==> src/rtl/trb_mem_arbiter_pkg.sv <==
// Shared types and sizing for the trace-memory arbiter: slot states and the
// default trace RAM geometry.
package trb_mem_arbiter_pkg;

    localparam int TRB_WIDTH          = 16;
    localparam int TRB_ADDR_WIDTH     = 8;
    localparam int TRB_MEM_RD_LATENCY = 1;

    // One-hot encoding keeps each state decode a single flop.
    typedef enum logic [4:0] {
        IDLE = 5'b00001,
        PRE  = 5'b00010,
        RD   = 5'b00100,
        WR   = 5'b01000,
        HOST = 5'b10000
    } arb_state_t;

endpackage

==> src/rtl/trb_mem_arbiter.sv <==
// Time-slot scheduler for the single-port trace RAM: runs Logger read/write
// rounds (PRE, RD, WR) and inserts a host slot between rounds on request.
module trb_mem_arbiter
    import trb_mem_arbiter_pkg::*;
#(
    parameter int DATA_WIDTH = TRB_WIDTH,
    parameter int ADDR_WIDTH = TRB_ADDR_WIDTH
) (
    input  logic                  CLK_I,
    input  logic                  RST_I,
    input  logic                  ENABLE_I,
    output logic                  RW_TURN_O,
    output logic                  WRITE_ALLOW_O,
    output logic                  READ_ALLOW_O,
    input  logic                  LOG_WRITE_I,
    input  logic [ADDR_WIDTH-1:0] LOG_WPTR_I,
    input  logic [DATA_WIDTH-1:0] LOG_WDATA_I,
    input  logic [ADDR_WIDTH-1:0] LOG_RPTR_I,
    output logic [DATA_WIDTH-1:0] LOG_RDATA_O,
    input  logic                  HOST_REQ_I,
    input  logic                  HOST_WE_I,
    input  logic [ADDR_WIDTH-1:0] HOST_ADDR_I,
    input  logic [DATA_WIDTH-1:0] HOST_WDATA_I,
    output logic                  HOST_GNT_O,
    output logic                  HOST_RVALID_O,
    output logic [DATA_WIDTH-1:0] HOST_RDATA_O,
    output logic                  MEM_EN_O,
    output logic                  MEM_WE_O,
    output logic [ADDR_WIDTH-1:0] MEM_ADDR_O,
    output logic [DATA_WIDTH-1:0] MEM_WDATA_O,
    input  logic [DATA_WIDTH-1:0] MEM_RDATA_I
);

    arb_state_t r_state;
    arb_state_t w_state_nxt;

    logic                  w_gnt;
    logic                  w_mem_en;
    logic                  w_mem_we;
    logic [ADDR_WIDTH-1:0] w_mem_addr;
    logic [DATA_WIDTH-1:0] w_mem_wdata;
    logic                  w_host_rd;

    logic                  r_rd_vld_p0;
    logic                  r_rd_vld_p1;
    logic [DATA_WIDTH-1:0] r_host_rdata_p1;

    always_ff @(posedge CLK_I or posedge RST_I) begin
        if (RST_I) begin
            r_state <= IDLE;
        end else begin
            r_state <= w_state_nxt;
        end
    end

    always_comb begin
        w_state_nxt   = r_state;
        w_gnt         = 1'b0;
        w_mem_en      = 1'b0;
        w_mem_we      = 1'b0;
        w_mem_addr    = '0;
        w_mem_wdata   = '0;
        RW_TURN_O     = 1'b0;
        WRITE_ALLOW_O = 1'b0;
        READ_ALLOW_O  = 1'b0;
        LOG_RDATA_O   = '0;
        unique case (r_state)
            IDLE: begin
                // Host-only mode serves a request every cycle; the reset
                // gate keeps the grant quiet while RST_I is still high.
                if (HOST_REQ_I && !RST_I) begin
                    w_gnt       = 1'b1;
                    w_mem_en    = 1'b1;
                    w_mem_we    = HOST_WE_I;
                    w_mem_addr  = HOST_ADDR_I;
                    w_mem_wdata = HOST_WDATA_I;
                end
                w_state_nxt = ENABLE_I ? PRE : IDLE;
            end
            PRE: begin
                w_mem_en    = 1'b1;
                w_mem_addr  = LOG_RPTR_I;
                w_state_nxt = RD;
            end
            RD: begin
                READ_ALLOW_O = 1'b1;
                LOG_RDATA_O  = MEM_RDATA_I;
                w_state_nxt  = WR;
            end
            WR: begin
                RW_TURN_O     = 1'b1;
                WRITE_ALLOW_O = 1'b1;
                w_mem_en      = LOG_WRITE_I;
                w_mem_we      = LOG_WRITE_I;
                w_mem_addr    = LOG_WPTR_I;
                w_mem_wdata   = LOG_WDATA_I;
                if (!ENABLE_I) begin
                    w_state_nxt = IDLE;
                end else if (HOST_REQ_I) begin
                    w_state_nxt = HOST;
                end else begin
                    w_state_nxt = PRE;
                end
            end
            HOST: begin
                w_gnt       = 1'b1;
                w_mem_en    = 1'b1;
                w_mem_we    = HOST_WE_I;
                w_mem_addr  = HOST_ADDR_I;
                w_mem_wdata = HOST_WDATA_I;
                w_state_nxt = ENABLE_I ? PRE : IDLE;
            end
            default: begin
                w_state_nxt = IDLE;
            end
        endcase
    end

    assign HOST_GNT_O  = w_gnt;
    assign MEM_EN_O    = w_mem_en;
    assign MEM_WE_O    = w_mem_we;
    assign MEM_ADDR_O  = w_mem_addr;
    assign MEM_WDATA_O = w_mem_wdata;

    assign w_host_rd = w_gnt & ~w_mem_we;

    // Stage p0: RAM is returning the granted word this cycle.
    always_ff @(posedge CLK_I or posedge RST_I) begin
        if (RST_I) begin
            r_rd_vld_p0 <= 1'b0;
            r_rd_vld_p1 <= 1'b0;
        end else begin
            r_rd_vld_p0 <= w_host_rd;
            r_rd_vld_p1 <= r_rd_vld_p0;
        end
    end

    // Stage p1: captured word is presented alongside RVALID and held.
    always_ff @(posedge CLK_I or posedge RST_I) begin
        if (RST_I) begin
            r_host_rdata_p1 <= '0;
        end else if (r_rd_vld_p0) begin
            r_host_rdata_p1 <= MEM_RDATA_I;
        end
    end

    assign HOST_RVALID_O = r_rd_vld_p1;
    assign HOST_RDATA_O  = r_host_rdata_p1;

endmodule

==> config.mk <==
export PLATFORM = sky130hd
export DESIGN_NAME = trb_mem_arbiter
export DESIGN_NICKNAME = d
export VERILOG_FILES = /design/src/rtl/trb_mem_arbiter_pkg.sv /design/src/rtl/trb_mem_arbiter.sv
export SDC_FILE = /design/constraint.sdc
export NUM_CORES = 1
export LEC_CHECK = 0
export CAP_MARGIN = 20
export CORE_UTILIZATION = 32
export DETAILED_ROUTE_END_ITERATION = 12
export MAX_ROUTING_LAYER = met4
export PLACE_DENSITY = 0.95
export SYNTH_ARGS = -nofsm -noshare
export SYNTH_HDL_FRONTEND = slang
export SYNTH_SLANG_ARGS = --single-unit
==> constraint.sdc <==
create_clock -name CLK_I -period 4.7 [get_ports CLK_I]
set_input_delay 0.47 -clock CLK_I [delete_from_list [all_inputs] [get_ports CLK_I]]
set_output_delay 0.47 -clock CLK_I [all_outputs]
set_load 0.02 [all_outputs]
==> flow_summary.yaml, run 1 <==
outcome:
  status: "finished clean"
route:
  totalWireLength_um: 4840
  dr.pass1.iters: 4
  drt-vias-per-instance: 5.03
  route.vias.total: 1603
  ant_nets: 0
  drt_iter0_markers: 54
  wire_per_inst_um: 15.2
  route.detailed.drc: 0
finish:
  num_antenna_cells: 0
  regArea_um2: 577
  fill_cells: 335
  drive_gt1_frac: 0.0936
  areaGrowthSynthToFinish_pct: 100
  multiInputGateArea_um2: 761
  nets: 346
clock_tree:
  clock_latency_ns: 0.26
  cts.path.max_buffers: 2
  cts_setup_buffers: 0
  clock-root-buffer: "clkbuf_8"
  cts_tree: "yes"
  ctsResizeCount: 0
  cts_sinks: 23
  cts_inserted_buffers: 3
  ctsHoldBuffers: 0
  clk_pin_slew_worst_paths_ns: 0.08
  h-tree-depth: 1
yosys:
  syn-num-nets: 213
  yosysUniqueCellTypes: 32
  synth_top_family_by_area: "simple AND/OR/NAND/NOR gates"
  netlist_area_mm2: 0.00145
  yosys_warnings: 0
  synth_simple_gate_area_frac: 0.202
  synth.area.mux_share: 0.125
  synth_compound_area_frac: 0.194
  syn_inst: 135
  synth_fa_ha_area_frac: 0
  synth-xor-area-share: 0.00606
  avgSynthCellArea_um2: 10.7
  synth.yosys.seq_area_share: 0.399
  synth-seq-cells: 23
sta:
  setup_viol: 0
  skew_ns: 0.00306
  finalHoldViolations: 0
  slew_headroom: 0.333
  slew_violations: 0
  setup_tns_ns: 0
  min_period_over_period: 0.742
  setup_slack_ns: 1.21
  period_needed_ns: 3.49
  max_freq_ghz: 0.287
  rsz0062_at_grt: "false"
  worst_slew_pin_slew_ns: 1.00
grt:
  grt_pass1_wl_um: 7690
  grt-ovfl-total: 0
  grt_usage: 0.202
  grt_pass1_vias: 1705
  antenna_found_initial: 0
  grt_max_degree: 30
floorplan:
  boundaryPins: 141
  die-area_mm2: 0.00479
  initial_core_util: 0.332
  row_count: 24
  coreArea_mm2: 0.00435
  die_h_um: 69.2
  chipWidth_um: 69.2
power_and_ir_drop:
  comb_power_share: 0.586
  power.switching_uw: 423
  p_int_uw: 701
  p_per_area_mw_per_mm2: 389
  clockPowerShare: 0.107
  p_leak_uw: 0.00116
  peakVddDrop_mv: 0.155
  switching_share: 0.376
  power_frac_seq: 0.307
setup_path:
  crit_required_ns: 4.23
  crit_fanout: 17
  endpoint_kind: "output pin"
  crit_type: "in2out"
  worstSetupStartpointType: "input port"
  crit_arrival_ns: 3.02
placed_design:
  routabilityCongestion: 0.747
  io_buffers: 140
  preCtsSetupSlack_ns: 1.24
  dp_hpwl_um: 3990
flow_run:
  max-cap-violations: 0
hold_path:
  hold_path_class: "reg2reg"
==> synthesized netlist by cell type <==
library cell,n,share of area
a221o_1,8,0.055
a21boi_0,1,0.0052
buf_4,1,0.0052
nor3b_2,1,0.0087
a2111oi_4,1,0.019
nor4bb_1,1,0.0069
and2_1,16,0.069
nor2_1,4,0.010
a211o_1,1,0.0061
dfrtp_1,22,0.38
clkbuf_2,1,0.0035
and3b_1,1,0.0061
nand4_1,1,0.0043
inv_1,9,0.023
nor3b_1,2,0.010
nand2b_1,2,0.0087
and2b_1,1,0.0052
and4bb_2,1,0.0087
nor3_1,8,0.028
buf_2,4,0.014
a22o_1,17,0.10
mux2_2,16,0.12
or3_1,1,0.0043
buf_6,2,0.016
dfstp_2,1,0.018
xor2_1,1,0.0061
and3_1,2,0.0087
nand4bb_2,1,0.011
nand3b_1,1,0.0052
clkbuf_1,5,0.013
nand4b_1,1,0.0061
o31ai_1,1,0.0052
==> critical path, cell delays in order <==
cell and delay (ns):
clkdlybuf4s50_1 0.44, nand4bb_2 0.28, a2111oi_4 0.71, buf_4 0.34, a22o_1 0.17, clkdlybuf4s50_1 0.60
==> routing by layer <==
metal  track usage  up-vias  share of wire
met5             -        -              0
met4        0.0544        0         0.0083
met3        0.0189        4          0.046
met2         0.409       74           0.59
met1         0.201      761           0.36
li1              -      764              -
==> power by group through the flow <==
stage | clock network (uW) | logic [uW] | registers, uW
2_1_floorplan | 0 | 265 | 416
3_3_place_gp | 0 | 647 | 341
3_5_place_dp | 0 | 662 | 351
4_1_cts | 124 | 665 | 346
5_1_grt | 130 | 695 | 357
6_report | 120 | 659 | 345
==> cell families after synthesis <==
| group | count (synthesis) |
|---|---|
| and+or+nand+nor | 44 |
| AOI/OAI and AO/OA | 29 |
| DFF | 23 |
| buffers and inverters | 22 |
| muxes | 16 |
| xor gates and xnor gates | 1 |
==> placed cells by master (no fill, tap or decap) <==
| cell type | netlist | final |
|---|---|---|
| mux2_2 | 16 | 16 |
| nand4_1 | 1 | 1 |
| a2111oi_4 | 1 | 1 |
| nand4bb_2 | 1 | 1 |
| nor3_1 | 8 | 8 |
| xor2_1 | 1 | 1 |
| a22o_1 | 17 | 17 |
| o31ai_1 | 1 | 1 |
| nand4b_1 | 1 | 1 |
| and3b_1 | 1 | 1 |
| a211o_1 | 1 | 1 |
| clkdlybuf4s50_1 | 0 | 140 |
| nor3b_2 | 1 | 1 |
| or3_1 | 1 | 1 |
| nor2_1 | 4 | 4 |
| buf_4 | 1 | 1 |
| dfstp_2 | 1 | 1 |
| clkbuf_8 | 0 | 3 |
| nand2b_1 | 2 | 2 |
| and2_1 | 16 | 16 |
| and4bb_2 | 1 | 1 |
| dfrtp_1 | 22 | 22 |
| and2b_1 | 1 | 1 |
| inv_1 | 9 | 9 |
| a21boi_0 | 1 | 1 |
| nand3b_1 | 1 | 1 |
| a221o_1 | 8 | 8 |
| and3_1 | 2 | 2 |
| nor3b_1 | 2 | 2 |
| clkbuf_1 | 5 | 1 |
| nor4bb_1 | 1 | 1 |
==> layout make-up <==
| type | instances | area share |
|---|---|---|
| timing repair buffer | 141 | 0.487 |
| multi-input combinational | 90 | 0.263 |
| sequential | 23 | 0.200 |
| tap | 52 | 0.0225 |
| clock buffer | 4 | 0.0156 |
| inverter | 9 | 0.0117 |
==> final timing paths <==
path / to / cells past startpoint / start / slack (ns)
min reg2reg: HOST_RDATA_O[1] / 1 / HOST_RDATA_O[1] / 0.51
max: MEM_WDATA_O[5] / 6 / RST_I / 1.21
max reg2reg: r_state[0] / 3 / r_state[3] / 2.60
max in group asynchronous: HOST_RDATA_O[3] / 2 / RST_I / 3.43
min: HOST_RDATA_O[1] / 1 / HOST_RDATA_O[1] / 0.51
min in group asynchronous: r_state[4] / 2 / RST_I / 0.74
==> stage by stage <==
| stage | total power (uW) | instances | util | cell area, um2 | hold slack [ns] |
|---|---|---|---|---|---|
| after floorplan | 681 | 135 | - | 1450 | 0.352 |
| after global routing | 1180 | 319 | 0.664 | 2890 | 0.523 |
| after CTS | 1130 | 319 | 0.664 | 2890 | 0.514 |
| after global placement | 988 | 315 | 0.653 | 2850 | 0.489 |
| after detailed placement | 1010 | 315 | 0.653 | 2850 | 0.495 |
| final | 1120 | 319 | 0.664 | 2890 | 0.511 |
==> registers in the layout, indices dropped and copies added, names as in the netlist <==
register       flops
HOST_RVALID_O      1
r_rd_vld_p0        1
HOST_RDATA_O      16
r_state            5
No activity file was read; power rests on OpenSTA's default activity.
==> run 2, diff against run 1 <==
--- a/config.mk
+++ b/config.mk
@@ -6,10 +6,10 @@
 export NUM_CORES = 1
 export LEC_CHECK = 0
 export CAP_MARGIN = 20
-export CORE_UTILIZATION = 32
+export CORE_UTILIZATION = 30
 export DETAILED_ROUTE_END_ITERATION = 12
 export MAX_ROUTING_LAYER = met4
-export PLACE_DENSITY = 0.95
+export PLACE_DENSITY = 0.9
 export SYNTH_ARGS = -nofsm -noshare
 export SYNTH_HDL_FRONTEND = slang
 export SYNTH_SLANG_ARGS = --single-unit
==> constraint.sdc (replaced) <==
create_clock -name CLK_I -period 3.45 [get_ports CLK_I]
set_input_delay 0.345 -clock CLK_I [delete_from_list [all_inputs] [get_ports CLK_I]]
set_output_delay 0.345 -clock CLK_I [all_outputs]
set_load 0.02 [all_outputs]
==> run 2 against run 1 <==
  * The flow now finishes with violations (design-rule violations)
  * Final area grew 0.52%
  * Sequential share of layout area down 0.10 points
  * First-iteration DRC count grew 33%
  * Total power rose by 36%
==> flow_summary.yaml, run 2 (synthesized netlist as in run 1, its figures left out) <==
clock_tree:
  cts.path.max_buffers: 2
  cts_inserted_buffers: 3
  h-tree-depth: 1
  cts_sinks: 23
  clock-root-buffer: "clkbuf_8"
  clk_pin_slew_worst_paths_ns: 0.08
  ctsResizeCount: 0
  ctsHoldBuffers: 0
  cts_tree: "yes"
  cts_setup_buffers: 0
  clock_latency_ns: 0.27
floorplan:
  row_count: 24
  chipWidth_um: 71.4
  boundaryPins: 141
  die-area_mm2: 0.00510
  die_h_um: 71.4
  coreArea_mm2: 0.00450
  initial_core_util: 0.321
sta:
  setup_viol: 0
  skew_ns: 0.00504
  slew_violations: 0
  rsz0062_at_grt: "false"
  hold_slack_ns: 0.508
  setup_tns_ns: 0
  slew_headroom: 0.415
  max_freq_ghz: 0.327
  period_needed_ns: 3.06
  worst_slew_pin_slew_ns: 0.876
  min_period_over_period: 0.888
  finalHoldViolations: 0
setup_path:
  crit_type: "reg2out"
  crit_required_ns: 3.11
  crit_fanout: 11
  worstSetupStartpointType: "register"
  endpoint_kind: "output pin"
  crit_arrival_ns: 2.72
grt:
  antenna_found_initial: 0
  grt_pass1_wl_um: 7560
  grt_pass1_vias: 1672
  grt_usage: 0.196
  grt-ovfl-total: 0
  grt_max_degree: 29
power_and_ir_drop:
  p_leak_uw: 0.00117
  peakVddDrop_mv: 0.194
  p_per_area_mw_per_mm2: 525
  fin_total_pwr_uw: 1520
finish:
  layout_commonest_cell: "clkdlybuf4s50_1"
  areaGrowthSynthToFinish_pct: 101
  final_cell_mix: "140 x clkdlybuf4s50_1, 22 x dfrtp_1, 17 x a22o_1"
  drive_gt1_frac: 0.100
  nets: 348
  regArea_um2: 577
  fill_cells: 374
  largest_reg_flops: 16
  multiInputGateArea_um2: 761
  num_antenna_cells: 0
route:
  drt_iter0_markers: 72
  route.vias.total: 1616
  totalWireLength_um: 4750
  dr.pass1.iters: 8
  wire_per_inst_um: 14.8
  route.detailed.drc: 6
  ant_nets: 0
  drt-vias-per-instance: 5.03
placed_design:
  dp_hpwl_um: 3920
  routabilityCongestion: 0.863
  io_buffers: 140
outcome:
  violations: "design-rule violations"
  status: "complete, but fails checks"
hold_path:
  hold_path_class: "reg2reg"
flow_run:
  max-cap-violations: 0
run 2: path summary, 6_finish.rpt:
check	startpoint	to	slack [ns]	cells after the start
min in group asynchronous	RST_I	r_state[1]	0.59	2
max in group asynchronous	RST_I	HOST_RDATA_O[12]	2.32	2
max reg2reg	r_state[3]	r_state[0]	1.49	4
min reg2reg	HOST_RDATA_O[4]	HOST_RDATA_O[4]	0.51	1
min	HOST_RDATA_O[4]	HOST_RDATA_O[4]	0.51	1
max	r_state[3]	LOG_RDATA_O[8]	0.39	5
run 2: final cells by class:
type	instances	area share
repair buffers	143	0.490
multi-input cells	90	0.262
flip-flops and latches	23	0.199
well taps	52	0.0224
clock buffers	4	0.0155
inverters	9	0.0116
run 2: per-stage QoR:
step | setup WS, ns | cell area, um2 | utilization | instances
after floorplan | 1.39 | 1450 | - | 135
after detailed placement | 0.571 | 2860 | 0.635 | 317
final | 0.388 | 2910 | 0.645 | 321
after global routing | 0.182 | 2910 | 0.645 | 321
after CTS | 0.354 | 2910 | 0.645 | 321
after global placement | 0.671 | 2860 | 0.635 | 317
run 2: routing by layer:
layer	vias up	GRT usage	share of wire
met1	744	0.193	0.37
li1	769	-	-
met4	0	0.0756	0.027
met2	93	0.379	0.54
met5	-	-	0
met3	10	0.0338	0.068
run 2: worst max-delay path, cell delays in order, from the launching register on:
cell	delay (ns)
dfrtp_1	0.47
or3_1	0.55
nor3b_2	0.46
buf_4	0.24
and2_1	0.13
clkdlybuf4s50_1	0.60
run 2: power breakdown:
part | total (uW) | internal [uW] | switching, uW
clock network | 167 | 82.5 | 84.2
registers | 467 | 383 | 84.1
logic | 890 | 491 | 400
total | 1520 | 956 | 568
==> patch 1: new RTL, settings of run 2 <==
The 5 states of `arb_state_t` get a Gray code encoding in 3 bits. Comments in the files are not updated.
--- a/src/rtl/trb_mem_arbiter_pkg.sv
+++ b/src/rtl/trb_mem_arbiter_pkg.sv
@@ -7,12 +7,12 @@
     localparam int TRB_MEM_RD_LATENCY = 1;
 
     // One-hot encoding keeps each state decode a single flop.
-    typedef enum logic [4:0] {
-        IDLE = 5'b00001,
-        PRE  = 5'b00010,
-        RD   = 5'b00100,
-        WR   = 5'b01000,
-        HOST = 5'b10000
+    typedef enum logic [2:0] {
+        IDLE = 3'b000,
+        PRE  = 3'b001,
+        RD   = 3'b011,
+        WR   = 3'b010,
+        HOST = 3'b110
     } arb_state_t;
 
 endpackage
Check against the original RTL: same outputs for any inputs over 10 cycles, from zero or initial values and one cycle with RST_I high; not proved beyond that.
==> patch 1 against run 2 <==
Routed wire length decreased by 7.0%. Sequential power fell by 5.6%. Final area decreased by 4.3%. Total power up 42%. Sequential cell count fell by 2. Count of clock-buffer cells in the layout stayed put. Area after synthesis decreased by 9.2%. Worst setup slack better by 0.17 ns. Synthesized cell count down 13%. Die area is 8.9% lower. Largest cell class unchanged. Largest power group unchanged.
==> patch 1: results <==
outcome:
  outcome: "finished clean"
setup_path:
  r2r_start: "r_state[2]"
  critical_path_arrival_ns: 2.55
  critPathTopFamily: "buffers and inverters"
  r2r_slack_ns: 1.86
synthesis:
  synth_area_um2: 1313
  synthTopCellsByArea: "dfrtp_1 40%, mux2_2 14%, a22o_1 10%"
clock_network:
  clock-sinks: 21
drt:
  dr_wl_met3_um: 310
  routed_wl_um: 4418
  dr.pass1.iters: 3
  drt-initial-drc-count: 39
timing:
  clock_skew_ns: 0.006284
  slew_headroom_pct: 55.37
global_route:
  grt_pass1_wl_um: 6368
  grt.met2_usage_pct: 34.68
pwr:
  combPwrFrac_pct: 72.4
  power_frac_seq_pct: 20.4
  p_seq_mw: 0.441
place:
  gp_congestion: 0.7939
  post-place-ws_ns: 0.5635
  hpwl_um: 3599
worst_hold_path:
  worstHoldPathType: "in2async"
layout:
  multi_input_cells: 82
  multi_input_area_share_pct: 25.07
  inverters: 3
  stdcell_area_um2: 2780
  drive_above_1_share_pct: 14.12
-- patch 1: cell types whose count changed in the layout (fill, tap and decap cells not counted), moves of 3 or more --
cell and delta:
nor3_1 -8, inv_1 -6, a21o_1 +9, a22o_2 +9
a221o_1 -8, nor2_1 -3
-- patch 1: logic make-up after synthesis --
family / Yosys count / share of synthesized area (%)
buf+inv: 15 / 6.862
mux: 16 / 13.73
flops: 21 / 40.04
compound gates: 40 / 26.31
simple gates: 26 / 13.06
-- patch 1: how the worst min path moves through the flow --
| stage | start | endpoint | slack [ns] |
|---|---|---|---|
| 2_1_floorplan | RST_I | HOST_RDATA_O[0] | 0.33 |
| 3_3_place_gp | HOST_RDATA_O[2] | HOST_RDATA_O[2] | 0.49 |
| 3_5_place_dp | HOST_RDATA_O[2] | HOST_RDATA_O[2] | 0.49 |
| 4_1_cts | RST_I | HOST_RDATA_O[13] | 0.49 |
| 5_1_grt | HOST_RDATA_O[2] | HOST_RDATA_O[2] | 0.52 |
| 6_report | RST_I | HOST_RDATA_O[13] | 0.49 |
==> patch 2: new RTL, config.mk and constraints of run 2 <==
Made on the original files. The package constant `TRB_WIDTH` goes from 16 to 24.
--- a/src/rtl/trb_mem_arbiter_pkg.sv
+++ b/src/rtl/trb_mem_arbiter_pkg.sv
@@ -2,7 +2,7 @@
 // default trace RAM geometry.
 package trb_mem_arbiter_pkg;
 
-    localparam int TRB_WIDTH          = 16;
+    localparam int TRB_WIDTH          = 24;
     localparam int TRB_ADDR_WIDTH     = 8;
     localparam int TRB_MEM_RD_LATENCY = 1;
 
Interface: changed (6 resized); port bits go from 141 to 189. No check against the original RTL was run, so the function may have changed too.
==> patch 2 against run 2 <==
Total power grew 39%. Synthesized cell count grew 27%. Routed wire length grew 38%. Worst setup slack gained 0.13 ns. Sequential cell count grew 8. Final area grew 33%. Count of clock-buffer cells in the layout grew 2. Area after synthesis grew 30%. Largest power group unchanged. Highest routed layer unchanged.
==> patch 2: results <==
outcome:
  outcome: "finished clean"
setup_path:
  critPathTopFamily: "buffers and inverters"
  crit_path_start: "RST_I"
  r2r-end: "r_state[0]"
  r2r_slack_ns: 1.68
  r2r_start: "r_state[3]"
  r2r_cells: 4
  crit_path_max_fanout: 36
  crit_end: "MEM_ADDR_O[1]"
  crit_slowest_cell: "clkdlybuf4s50_1"
  max_stage_delay_ns: 0.61
  critical_path_arrival_ns: 2.58
worst_hold_path:
  worstHoldPathType: "in2async"
clock_network:
  clk_latency_ns: 0.27
  clockRootBuffer: "clkbuf_8"
  clkTransAtPathRegs_ns: 0.06
  clockBufferDepth: 2
  numCtsBuffers: 5
  cts_resized: 0
  h-tree-depth: 2
  post-cts-setup-buffers: 0
global_route:
  grt_pass1_wl_um: 9446
  grtUsageTotal_pct: 19.71
  antenna_found_initial: 0
  grt_max_degree: 38
  grt_pass1_vias: 2029
synthesis:
  synthTopCellsByCount: "30 x dfrtp_1, 25 x a22o_1, 24 x and2_1, 24 x mux2_2, 9 x inv_1"
  syn_area_per_cell_um2: 10.99
  synthArstFlopShare_pct: 100.0
  synth_cell_types: 32
  synthTopCellsByArea: "dfrtp_1 40%, mux2_2 14%, a22o_1 12%"
  synth_nets: 273
  yosys_warnings: 0
  synth-seq-area-share_pct: 41.34
  synth-edff-count: 0
timing:
  setup_tns_ns: 0
  hold_ws_ns: 0.4874
  min_period_ns: 2.929
  clock_skew_ns: 0.004097
  tightest_slew_ns: 0.9779
pwr:
  p_sw_share_pct: 36.65
  p_leak_nw: 1.560
  ir_drop_mv: 0.3395
place:
  hpwl_um: 5285
  dp_cells: 421
  gp_congestion: 0.8078
  post-place-ws_ns: 0.5268
  io_buffers: 188
  placed_area_um2: 3787
drt:
  drt-initial-drc-count: 92
  viasPerCell: 4.897
  dr.pass1.iters: 4
  routedWlPerCell_um: 15.28
layout:
  fin_cells: 428
  antennaDiodeCount: 0
  drive_above_1_share_pct: 11.33
  fin_nets: 455
  largest_reg_flops: 24
## patch 2: changes by cell type in the layout (fill, tap and decap cells not counted), sizes merged
cell / delta
buf: +1
a22o: +8
and2: +8
mux2: +8
clkinv: +1
clkbuf: +2
clkdlybuf4s50: +48
dfrtp: +8
## patch 2: worst min-delay path by stage
stage | to | cells after the start
finish | r_state[3] | 3
global route | HOST_RDATA_O[14] | 1
global placement | HOST_RDATA_O[20] | 1
detailed placement | HOST_RDATA_O[14] | 1
CTS | r_state[3] | 3
floorplan | HOST_RVALID_O | 0
## patch 2: kinds of logic after synthesis
| family | after synthesis | synth area share (%) |
|---|---|---|
| DFF | 31 | 41.35 |
| buffers and inverters | 26 | 6.990 |
| and+or+nand+nor | 52 | 18.18 |
| AOI/OAI and AO/OA | 37 | 18.64 |
| muxes | 24 | 14.38 |
| xor gates and xnor gates | 1 | 0.4661 |
## patch 2: cell type report
cell class	instances	area, µm²
repair buffers	192	1912
inverters	9	33.78
fillers	485	2116
multi-input cells	114	970.9
clock buffers	6	82.58
well taps	75	93.84
flip-flops and latches	31	777.0
clock inverters	1	5.005
## patch 2: power by group through the flow
stage          Combinational, mW  Clock (mW)  Sequential (mW)
2_1_floorplan              0.455           0            0.790
3_3_place_gp                1.19           0            0.633
3_5_place_dp                1.22           0            0.645
4_1_cts                     1.22       0.290            0.638
5_1_grt                     1.27       0.311            0.664
6_report                    1.21       0.279            0.637
## patch 2: routing by layer
layer	track usage, %	up-vias	wire length (µm)
met2	36.39	108	3606
li1	-	987	-
met1	21.06	992	2416
met5	-	-	0
met4	7.500	0	123
met3	2.921	9	393
## patch 2: worst reg2reg max path, stage by stage, from the launching register on
cell and delay, ns:
dfrtp_1 0.46, or3_1 0.56, nor3b_2 0.22, buf_4 0.25
and3b_1 0.21
